`config.mk`:
```
export PLATFORM = sky130hd
export DESIGN_NAME = maxnet_mem
export DESIGN_NICKNAME = d
export VERILOG_FILES = /design/src/rtl/maxnet_mem.sv
export SDC_FILE = /design/constraint.sdc
export NUM_CORES = 1
export LEC_CHECK = 0
export ABC_AREA = 1
export CAP_MARGIN = 20
export CORE_AREA = 2 2 85 87
export DETAILED_ROUTE_END_ITERATION = 12
export DIE_AREA = 0 0 87 89
export PLACE_DENSITY = 0.95
export SLEW_MARGIN = 25
export SYNTH_ARGS = -nofsm -noshare
export SYNTH_HDL_FRONTEND = slang
export SYNTH_SLANG_ARGS = --single-unit
```
`constraint.sdc`:
```
create_clock -name clk -period 4.2 [get_ports clk]
set_clock_uncertainty 0.05 [all_clocks]
set_input_delay 0.84 -clock clk [delete_from_list [all_inputs] [get_ports clk]]
set_output_delay 0.84 -clock clk [all_outputs]
set_load 0.03 [all_outputs]
```
`src/rtl/maxnet_mem.sv`:
```
// MaxNet storage: serial X loader, row-major (w_ij, x_j) streamer, double-buffered neuron writeback.
// Define WEIGHT_RAM_EN for a writable N*N weight array; otherwise weights are decoded from the diagonal.
module maxnet_mem #(
    parameter int              N      = 4,
    parameter int              WIDTH  = 5,
    parameter logic [WIDTH-1:0] SELF_W = 5'b01000,
    parameter logic [WIDTH-1:0] EPS_W  = 5'b11110,
    localparam int             IW     = $clog2(N),
    localparam int             WIW    = $clog2(N*N)
) (
    input  logic             clk,
    input  logic             rst_n,
    input  logic             clear,
    input  logic             x_in_valid,
    output logic             x_in_ready,
    input  logic [WIDTH-1:0] x_in_data,
    input  logic             start,
    output logic             busy,
    output logic             done,
    output logic             s_valid,
    input  logic             s_ready,
    output logic [WIDTH-1:0] s_w,
    output logic [WIDTH-1:0] s_x,
    output logic [IW-1:0]    s_row,
    output logic [IW-1:0]    s_col,
    output logic             s_last_col,
    output logic             s_last,
    input  logic             upd_we,
    input  logic [IW-1:0]    upd_idx,
    input  logic [WIDTH-1:0] upd_data
`ifdef WEIGHT_RAM_EN
    ,
    input  logic             wt_we,
    input  logic [WIW-1:0]   wt_idx,
    input  logic [WIDTH-1:0] wt_data
`endif
);

    typedef enum logic [1:0] {ST_EMPTY, ST_LOADING, ST_READY, ST_STREAM} state_t;

    state_t           state_q;
    logic [IW-1:0]    load_idx_q;
    logic [WIDTH-1:0] x_q      [N];
    logic [WIDTH-1:0] shadow_q [N];
    logic [N-1:0]     mask_q;
    logic             done_q;
    logic             s_valid_q;
    logic [WIDTH-1:0] s_w_q;
    logic [WIDTH-1:0] s_x_q;
    logic [IW-1:0]    s_row_q;
    logic [IW-1:0]    s_col_q;
    logic             s_last_col_q;
    logic             s_last_q;

    logic             load_hs;
    logic             accept;
    logic             upd_ok;
    logic [IW-1:0]    nxt_row_d;
    logic [IW-1:0]    nxt_col_d;
    logic [WIDTH-1:0] w_nxt_d;

    assign x_in_ready = (state_q == ST_EMPTY) || (state_q == ST_LOADING);
    assign busy       = (state_q == ST_STREAM);
    assign done       = done_q;
    assign s_valid    = s_valid_q;
    assign s_w        = s_w_q;
    assign s_x        = s_x_q;
    assign s_row      = s_row_q;
    assign s_col      = s_col_q;
    assign s_last_col = s_last_col_q;
    assign s_last     = s_last_q;

    assign load_hs = x_in_valid && x_in_ready;
    assign accept  = s_valid_q && s_ready;

    // Out-of-range indices only exist when N is not a power of two.
    generate
        if ((1 << IW) == N) begin : g_upd_full
            assign upd_ok = 1'b1;
        end else begin : g_upd_part
            assign upd_ok = (int'(upd_idx) < N);
        end
    endgenerate

    // Next beat pointer: (0,0) when launching from READY, otherwise row-major advance.
    always_comb begin
        nxt_row_d = '0;
        nxt_col_d = '0;
        if (state_q != ST_READY) begin
            if (s_col_q == IW'(N-1)) begin
                nxt_row_d = s_row_q + 1'b1;
            end else begin
                nxt_row_d = s_row_q;
                nxt_col_d = s_col_q + 1'b1;
            end
        end
    end

`ifdef WEIGHT_RAM_EN
    logic [WIDTH-1:0] w_q [N*N];
    logic [WIW-1:0]   w_addr_d;
    logic             wt_ok;

    assign w_addr_d = WIW'(int'(nxt_row_d) * N + int'(nxt_col_d));
    assign w_nxt_d  = w_q[w_addr_d];

    generate
        if ((1 << WIW) == N*N) begin : g_wt_full
            assign wt_ok = 1'b1;
        end else begin : g_wt_part
            assign wt_ok = (int'(wt_idx) < N*N);
        end
        for (genvar gi = 0; gi < N*N; gi++) begin : g_w
            always_ff @(posedge clk or negedge rst_n) begin
                if (!rst_n)
                    w_q[gi] <= ((gi / N) == (gi % N)) ? SELF_W : EPS_W;
                else if (wt_we && wt_ok && (state_q != ST_STREAM) && (wt_idx == WIW'(gi)))
                    w_q[gi] <= wt_data;
            end
        end
    endgenerate
`else
    assign w_nxt_d = (nxt_row_d == nxt_col_d) ? SELF_W : EPS_W;
`endif

    always_ff @(posedge clk or negedge rst_n) begin
        if (!rst_n) begin
            state_q      <= ST_EMPTY;
            load_idx_q   <= '0;
            mask_q       <= '0;
            done_q       <= 1'b0;
            s_valid_q    <= 1'b0;
            s_w_q        <= '0;
            s_x_q        <= '0;
            s_row_q      <= '0;
            s_col_q      <= '0;
            s_last_col_q <= 1'b0;
            s_last_q     <= 1'b0;
            for (int i = 0; i < N; i++) begin
                x_q[i]      <= '0;
                shadow_q[i] <= '0;
            end
        end else if (clear) begin
            state_q      <= ST_EMPTY;
            load_idx_q   <= '0;
            mask_q       <= '0;
            done_q       <= 1'b0;
            s_valid_q    <= 1'b0;
            s_w_q        <= '0;
            s_x_q        <= '0;
            s_row_q      <= '0;
            s_col_q      <= '0;
            s_last_col_q <= 1'b0;
            s_last_q     <= 1'b0;
            for (int i = 0; i < N; i++) begin
                x_q[i]      <= '0;
                shadow_q[i] <= '0;
            end
        end else begin
            done_q <= 1'b0;
            case (state_q)
                ST_EMPTY, ST_LOADING: begin
                    if (load_hs) begin
                        x_q[load_idx_q] <= x_in_data;
                        if (load_idx_q == IW'(N-1)) begin
                            load_idx_q <= '0;
                            state_q    <= ST_READY;
                        end else begin
                            load_idx_q <= load_idx_q + 1'b1;
                            state_q    <= ST_LOADING;
                        end
                    end
                end
                ST_READY: begin
                    if (upd_we && upd_ok)
                        x_q[upd_idx] <= upd_data;
                    if (start) begin
                        state_q      <= ST_STREAM;
                        s_valid_q    <= 1'b1;
                        s_row_q      <= nxt_row_d;
                        s_col_q      <= nxt_col_d;
                        s_x_q        <= x_q[nxt_col_d];
                        s_w_q        <= w_nxt_d;
                        s_last_col_q <= (nxt_col_d == IW'(N-1));
                        s_last_q     <= (nxt_col_d == IW'(N-1)) && (nxt_row_d == IW'(N-1));
                    end
                end
                ST_STREAM: begin
                    if (upd_we && upd_ok) begin
                        shadow_q[upd_idx] <= upd_data;
                        mask_q[upd_idx]   <= 1'b1;
                    end
                    if (accept) begin
                        if (s_last_q) begin
                            // Atomic commit; a writeback in this same cycle bypasses the shadow.
                            for (int i = 0; i < N; i++)
                                if (mask_q[i])
                                    x_q[i] <= shadow_q[i];
                            if (upd_we && upd_ok)
                                x_q[upd_idx] <= upd_data;
                            mask_q    <= '0;
                            state_q   <= ST_READY;
                            s_valid_q <= 1'b0;
                            done_q    <= 1'b1;
                        end else begin
                            s_row_q      <= nxt_row_d;
                            s_col_q      <= nxt_col_d;
                            s_x_q        <= x_q[nxt_col_d];
                            s_w_q        <= w_nxt_d;
                            s_last_col_q <= (nxt_col_d == IW'(N-1));
                            s_last_q     <= (nxt_col_d == IW'(N-1)) && (nxt_row_d == IW'(N-1));
                        end
                    end
                end
                default: state_q <= ST_EMPTY;
            endcase
        end
    end

endmodule
```
==> results of run 1 <==
area by class of cell:
cell class,instances,area share
multi-input combinational,503,0.467
sequential,63,0.333
timing repair buffer,40,0.0824
inverter,79,0.0626
clock buffer,11,0.0298
tap,80,0.0211
clock inverter,4,0.00475
cell usage in the layout, fill, tap and decap left out:
cell type / Yosys / layout
nor2_1: 69 / 69
a211oi_1: 1 / 1
clkinv_2: 0 / 3
conb_1: 1 / 1
o21ai_1: 3 / 4
nor3_1: 1 / 1
a21boi_0: 1 / 1
o21ai_0: 27 / 26
nand3_2: 1 / 1
nand3_1: 84 / 84
clkbuf_8: 0 / 10
clkinvlp_4: 0 / 1
clkbuf_1: 6 / 1
dfrtp_1: 63 / 63
o22ai_1: 22 / 22
a21oi_1: 5 / 5
ha_1: 5 / 5
clkdlybuf4s50_1: 0 / 36
inv_2: 6 / 6
nand4_1: 13 / 13
nor2_4: 1 / 1
nor2_2: 7 / 7
nand2_2: 1 / 1
buf_4: 3 / 4
inv_1: 73 / 73
nand2_1: 261 / 261
flip-flops by register name, indices dropped and copies added (netlist names), 2 cells and up:
name	count
s_w	2
state_q	2
shadow_q	20
s_col	2
x_q	20
s_row	2
s_x	5
load_idx_q	2
mask_q	4
power by group through the flow:
stage | registers, W | logic (W) | clock network, W
3_5_place_dp | 0.000877 | 0.00140 | 0
3_3_place_gp | 0.000872 | 0.00136 | 0
4_1_cts | 0.000868 | 0.00140 | 0.000466
2_1_floorplan | 0.000914 | 0.000962 | 0
6_report | 0.000875 | 0.00145 | 0.000465
5_1_grt | 0.000888 | 0.00161 | 0.000492
cell families after synthesis:
family,Yosys count,synth area share
other cells,1,0.000893
fa+ha+maj,5,0.0149
buf+inv,102,0.0980
flops,63,0.375
simple gates,438,0.433
compound gates,59,0.0781
metal layers:
layer	global-route usage	up-vias
met5	0	-
met4	0.180	0
met3	0.0868	57
met2	0.547	395
met1	0.466	2141
li1	-	2166
how the worst max path moves through the flow:
stage | endpoint | slack [ns] | cells after the start
after global routing | s_x[3]$_DFFE_PN0P_ | 0.95 | 7
after global placement | s_x[0]$_DFFE_PN0P_ | 1.06 | 7
final | busy | 1.15 | 3
after CTS | busy | 1.21 | 3
after floorplan | shadow_q[10]$_DFFE_PN0P_ | 2.24 | 5
after detailed placement | s_w[2]$_DFFE_PN0P_ | 0.96 | 7
metrics by stage:
stage	worst slack (ns)	total power, W	hold WS (ns)	util
6_report	1.15	0.00279	0.418	0.705
5_1_grt	0.946	0.00299	0.464	0.705
4_1_cts	1.21	0.00274	0.458	0.705
3_5_place_dp	0.963	0.00228	0.441	0.680
3_3_place_gp	1.06	0.00223	0.439	0.680
2_1_floorplan	2.24	0.00188	0.414	-
critical path, cell delays in order (launching register included):
cell and delay, ns:
dfrtp_1 0.70, nand2_2 0.32, inv_2 0.13, clkdlybuf4s50_1 0.67
==> impl_metrics.json, run 1 <==
{
  "grt_max_degree": 43,
  "worstMarginPinSlew_ns": 0.807,
  "switching_share": 0.487,
  "drc": 0,
  "synth_nets": 692,
  "ir_drop_mv": 0.318,
  "post-route-cell-area_um2": 4740,
  "startpoint": "state_q[1]$_DFFE_PN0P_",
  "period_minus_slack_ns": 3.05,
  "die_w_um": 87,
  "slew_viol_final": 0,
  "first_pass_iters": 6,
  "syn_inst": 668,
  "synth-main-ff-cell": "dfrtp_1",
  "synthArstFlopShare": 1.00,
  "htreeDepth": 3,
  "ys_seq_elements": 63,
  "status": "complete, no violations",
  "r2r_slack_ns": 1.78,
  "yosysMostFrequentCell": "nand2_1",
  "gp_congestion": 1.02,
  "clock-sinks": 63,
  "drtIter0Drc": 759,
  "leakagePower_nw": 2.39,
  "finalCritPeriodShare": 0.726,
  "synth_largest_area_cell": "dfrtp_1",
  "start_util": 0.625,
  "pwr-share-seq": 0.314,
  "finalSetupViolCount": 0,
  "root_buffer": "clkbuf_8",
  "clock_path_buffers": 2,
  "synth_edf_count": 0,
  "clock_latency_ns": 0.35,
  "syn_area_um2": 4200,
  "fp.dieArea_um2": 7740,
  "hold_class": "in2async",
  "grtUsageTotal": 0.354,
  "hold_viol_final": 0,
  "ys_top_cells_by_count": "nand2_1, nand3_1, inv_1, nor2_1, dfrtp_1",
  "grt_pass1_vias": 4318,
  "fmax_ghz": 0.328,
  "totalWireLength_mm": 12.8,
  "grt_pass1_wl_mm": 21.0,
  "power_switching_w": 0.00136,
  "ys_warn_count": 0,
  "power_frac_comb": 0.520,
  "postCtsHoldBufs": 0,
  "avgViaCountPerCell": 6.10,
  "maxCapViolations": 0,
  "clkTransAtPathRegs_ns": 0.08,
  "ant_nets": 0,
  "antenna_found_initial": 0,
  "n_antenna_cell": 0,
  "slew_headroom": 0.460,
  "top_layer": "met4",
  "core_um2": 6720,
  "fin_cells": 780,
  "powerDensity_nw_per_um2": 589,
  "ios": 39,
  "layout.nets": 720,
  "regToRegEndpoint": "x_q[4]$_DFFE_PN0P_",
  "synth_seq_area_share": 0.375,
  "yosysTopAreaCellShare": 0.375,
  "wl_met1_mm": 4.91,
  "grt_overflow": 0,
  "n_fill_cell": 544,
  "synth_area_per_cell_um2": 6.29,
  "layout.area.seq_um2": 1580,
  "cp-end-kind": "output port",
  "wl_per_cell_um": 16.4,
  "worstPathArrival_ns": 2.16,
  "dr_wl_met3_mm": 1.68,
  "rsz0062_at_grt": "false",
  "critPathKind": "reg2out",
  "multi_input_area_um2": 2210,
  "vias": 4759,
  "cp.required_ns": 3.31,
  "die_y_um": 89,
  "synthTopCellsByArea": "dfrtp_1, nand2_1, nand3_1, inv_1, nor2_1",
  "cts_tree": "built",
  "hpwl_mm": 9.17,
  "r2r_start": "state_q[1]$_DFFE_PN0P_",
  "p_clk_frac": 0.167,
  "ff2ff_path_depth": 7,
  "cts_setup_buffers": 0,
  "wl_met2_mm": 5.61,
  "cts_inserted_buffers": 9,
  "fp-row-count": 30,
  "worst-path-max-fanout": 16,
  "cp-start-kind": "flip-flop",
  "post_cts_resized": 0,
  "yosysUniqueCellTypes": 23,
  "placed_area_um2": 4570,
  "fin_setup_tns_ns": 0,
  "numPlacedInstances": 765,
  "portBuffers": 37,
  "drive_gt1_frac": 0.0486,
  "p_int_w": 0.00143,
  "area_growth_pct": 12.8
}
Power figures use the tool's default switching activity.
==> run 2, diff against run 1 <==
--- a/config.mk
+++ b/config.mk
@@ -7,10 +7,10 @@
 export LEC_CHECK = 0
 export ABC_AREA = 1
 export CAP_MARGIN = 20
-export CORE_AREA = 2 2 85 87
+export CORE_AREA = 2 2 93 95
 export DETAILED_ROUTE_END_ITERATION = 12
-export DIE_AREA = 0 0 87 89
-export PLACE_DENSITY = 0.95
+export DIE_AREA = 0 0 95 97
+export PLACE_DENSITY = 0.87
 export SLEW_MARGIN = 25
 export SYNTH_ARGS = -nofsm -noshare
 export SYNTH_HDL_FRONTEND = slang
==> constraint.sdc (replaced) <==
create_clock -name clk -period 2.58 [get_ports clk]
set_clock_uncertainty 0.05 [all_clocks]
set_input_delay 0.516 -clock clk [delete_from_list [all_inputs] [get_ports clk]]
set_output_delay 0.516 -clock clk [all_outputs]
set_load 0.03 [all_outputs]
==> run 2 against run 1 <==
Compared with the run above: global-route usage shrank 5.7 points; flip-flop and latch count is the same; wire length grew 0.37%; register-to-register slack lost 1.2 ns; via count shrank 1.4%; utilization shrank 9.4 points; first-iteration DRC count shrank 28%; clock-buffer cell count shrank 1; sequential power grew 60%; critical path depth is the same; power grew 74%; largest power group unchanged.
==> impl_metrics.json, run 2 (synthesis results as in run 1) <==
{
  "status": "complete, no violations",
  "power_switching_w": 0.00227,
  "critPathKind": "reg2out",
  "drtIter0Drc": 545,
  "cts_setup_buffers": 0,
  "power_frac_comb": 0.504,
  "totalWireLength_mm": 12.9,
  "cp-start-kind": "flip-flop",
  "ir_drop_mv": 0.399,
  "pwr-share-seq": 0.290,
  "cts_tree": "built",
  "portBuffers": 37,
  "layout_commonest_cell": "nand2_1",
  "drive_gt1_frac": 0.0751,
  "post-route-cell-area_um2": 4970,
  "clock-sinks": 63,
  "p_int_w": 0.00257,
  "postCtsHoldBufs": 0,
  "htreeDepth": 3,
  "hold_viol_final": 0,
  "area_growth_pct": 18.4,
  "clock_latency_ns": 0.36,
  "worstMarginPinSlew_ns": 0.742,
  "period_minus_slack_ns": 2.26,
  "finalCritPeriodShare": 0.876,
  "numPlacedInstances": 808,
  "vias": 4692,
  "clkTransAtPathRegs_ns": 0.08,
  "setup_ws_ns": 0.320,
  "root_buffer": "clkbuf_8",
  "gp_congestion": 1.09,
  "cp.required_ns": 2.01,
  "ant_nets": 0,
  "rsz0062_at_grt": "false",
  "core_um2": 8130,
  "grt_pass1_wl_mm": 21.2,
  "fin_hold_ws_ns": 0.0863,
  "powerDensity_nw_per_um2": 974,
  "layout.nets": 738,
  "switching_share": 0.469,
  "wl_per_cell_um": 15.6,
  "placed_area_um2": 4750,
  "first_pass_iters": 10,
  "fin_cells": 824,
  "clock_path_buffers": 2,
  "drc": 0,
  "final_cell_mix": "nand2_1, nand3_1, inv_1",
  "p_clk_frac": 0.206,
  "die_w_um": 95,
  "ios": 39,
  "fp.dieArea_um2": 9220,
  "worst-path-max-fanout": 19,
  "worstPathArrival_ns": 1.69,
  "grt_pass1_vias": 4305,
  "die_y_um": 97,
  "n_antenna_cell": 0,
  "fin_setup_tns_ns": 0,
  "grtUsageTotal": 0.297,
  "place_ws_ns": 0.219,
  "maxCapViolations": 0,
  "cp-end-kind": "output port",
  "leakagePower_nw": 2.50,
  "finalSetupViolCount": 0,
  "post_cts_resized": 0,
  "start_util": 0.516,
  "slew_headroom": 0.500,
  "cts_inserted_buffers": 9,
  "fp-row-count": 33,
  "avgViaCountPerCell": 5.69,
  "grt_max_degree": 64,
  "hpwl_mm": 9.61,
  "fmax_ghz": 0.442,
  "slew_viol_final": 0,
  "grt_overflow": 0,
  "antenna_found_initial": 0,
  "hold_class": "in2async"
}
run 2: power groups by stage:
stage                     Combinational (W)  Sequential [W]  Clock, W
final                               0.00244         0.00140  0.000997
after global routing                0.00271         0.00144   0.00105
after CTS                           0.00239         0.00140   0.00100
after detailed placement            0.00238         0.00141         0
after global placement              0.00234         0.00141         0
after floorplan                     0.00157         0.00149         0
run 2: critical path, cell delays in order, from the launching register on:
cell     delay [ns]
dfrtp_1        0.52
nand2_2        0.24
inv_2          0.34
buf_4          0.23
run 2: worst paths after layout:
check | depth (start not counted) | slack, ns | start | to
setup / recovery | 3 | 0.32 | state_q[1]$_DFFE_PN0P_ | busy
hold / removal | 2 | 0.09 | rst_n | x_q[5]$_DFFE_PN0P_
setup reg to reg | 7 | 0.58 | state_q[1]$_DFFE_PN0P_ | x_q[3]$_DFFE_PN0P_
hold reg to reg | 2 | 0.46 | x_q[2]$_DFFE_PN0P_ | x_q[2]$_DFFE_PN0P_
max in group asynchronous | 2 | 2.09 | rst_n | shadow_q[11]$_DFFE_PN0P_
min in group clk | 2 | 0.46 | x_q[2]$_DFFE_PN0P_ | x_q[2]$_DFFE_PN0P_
run 2: layer usage:
layer  track usage  wire (um)  vias up
met2         0.447       5690      310
met4         0.129        561        0
met3        0.0561       1220       54
met1         0.414       5400     2121
met5             0          0        -
li1              -          -     2207
run 2: area by class of cell:
class / count / area (um2)
timing repair buffer: 58 / 533
clock buffer: 10 / 128
multi-input combinational: 503 / 2210
inverter: 79 / 297
clock inverter: 6 / 93.8
fill: 718 / 3160
sequential: 63 / 1580
tap: 105 / 131
run 2: stage by stage:
stage	util	power (W)
6_report	0.611	0.00484
5_1_grt	0.611	0.00519
4_1_cts	0.611	0.00479
3_3_place_gp	0.584	0.00374
2_1_floorplan	-	0.00305
3_5_place_dp	0.584	0.00379
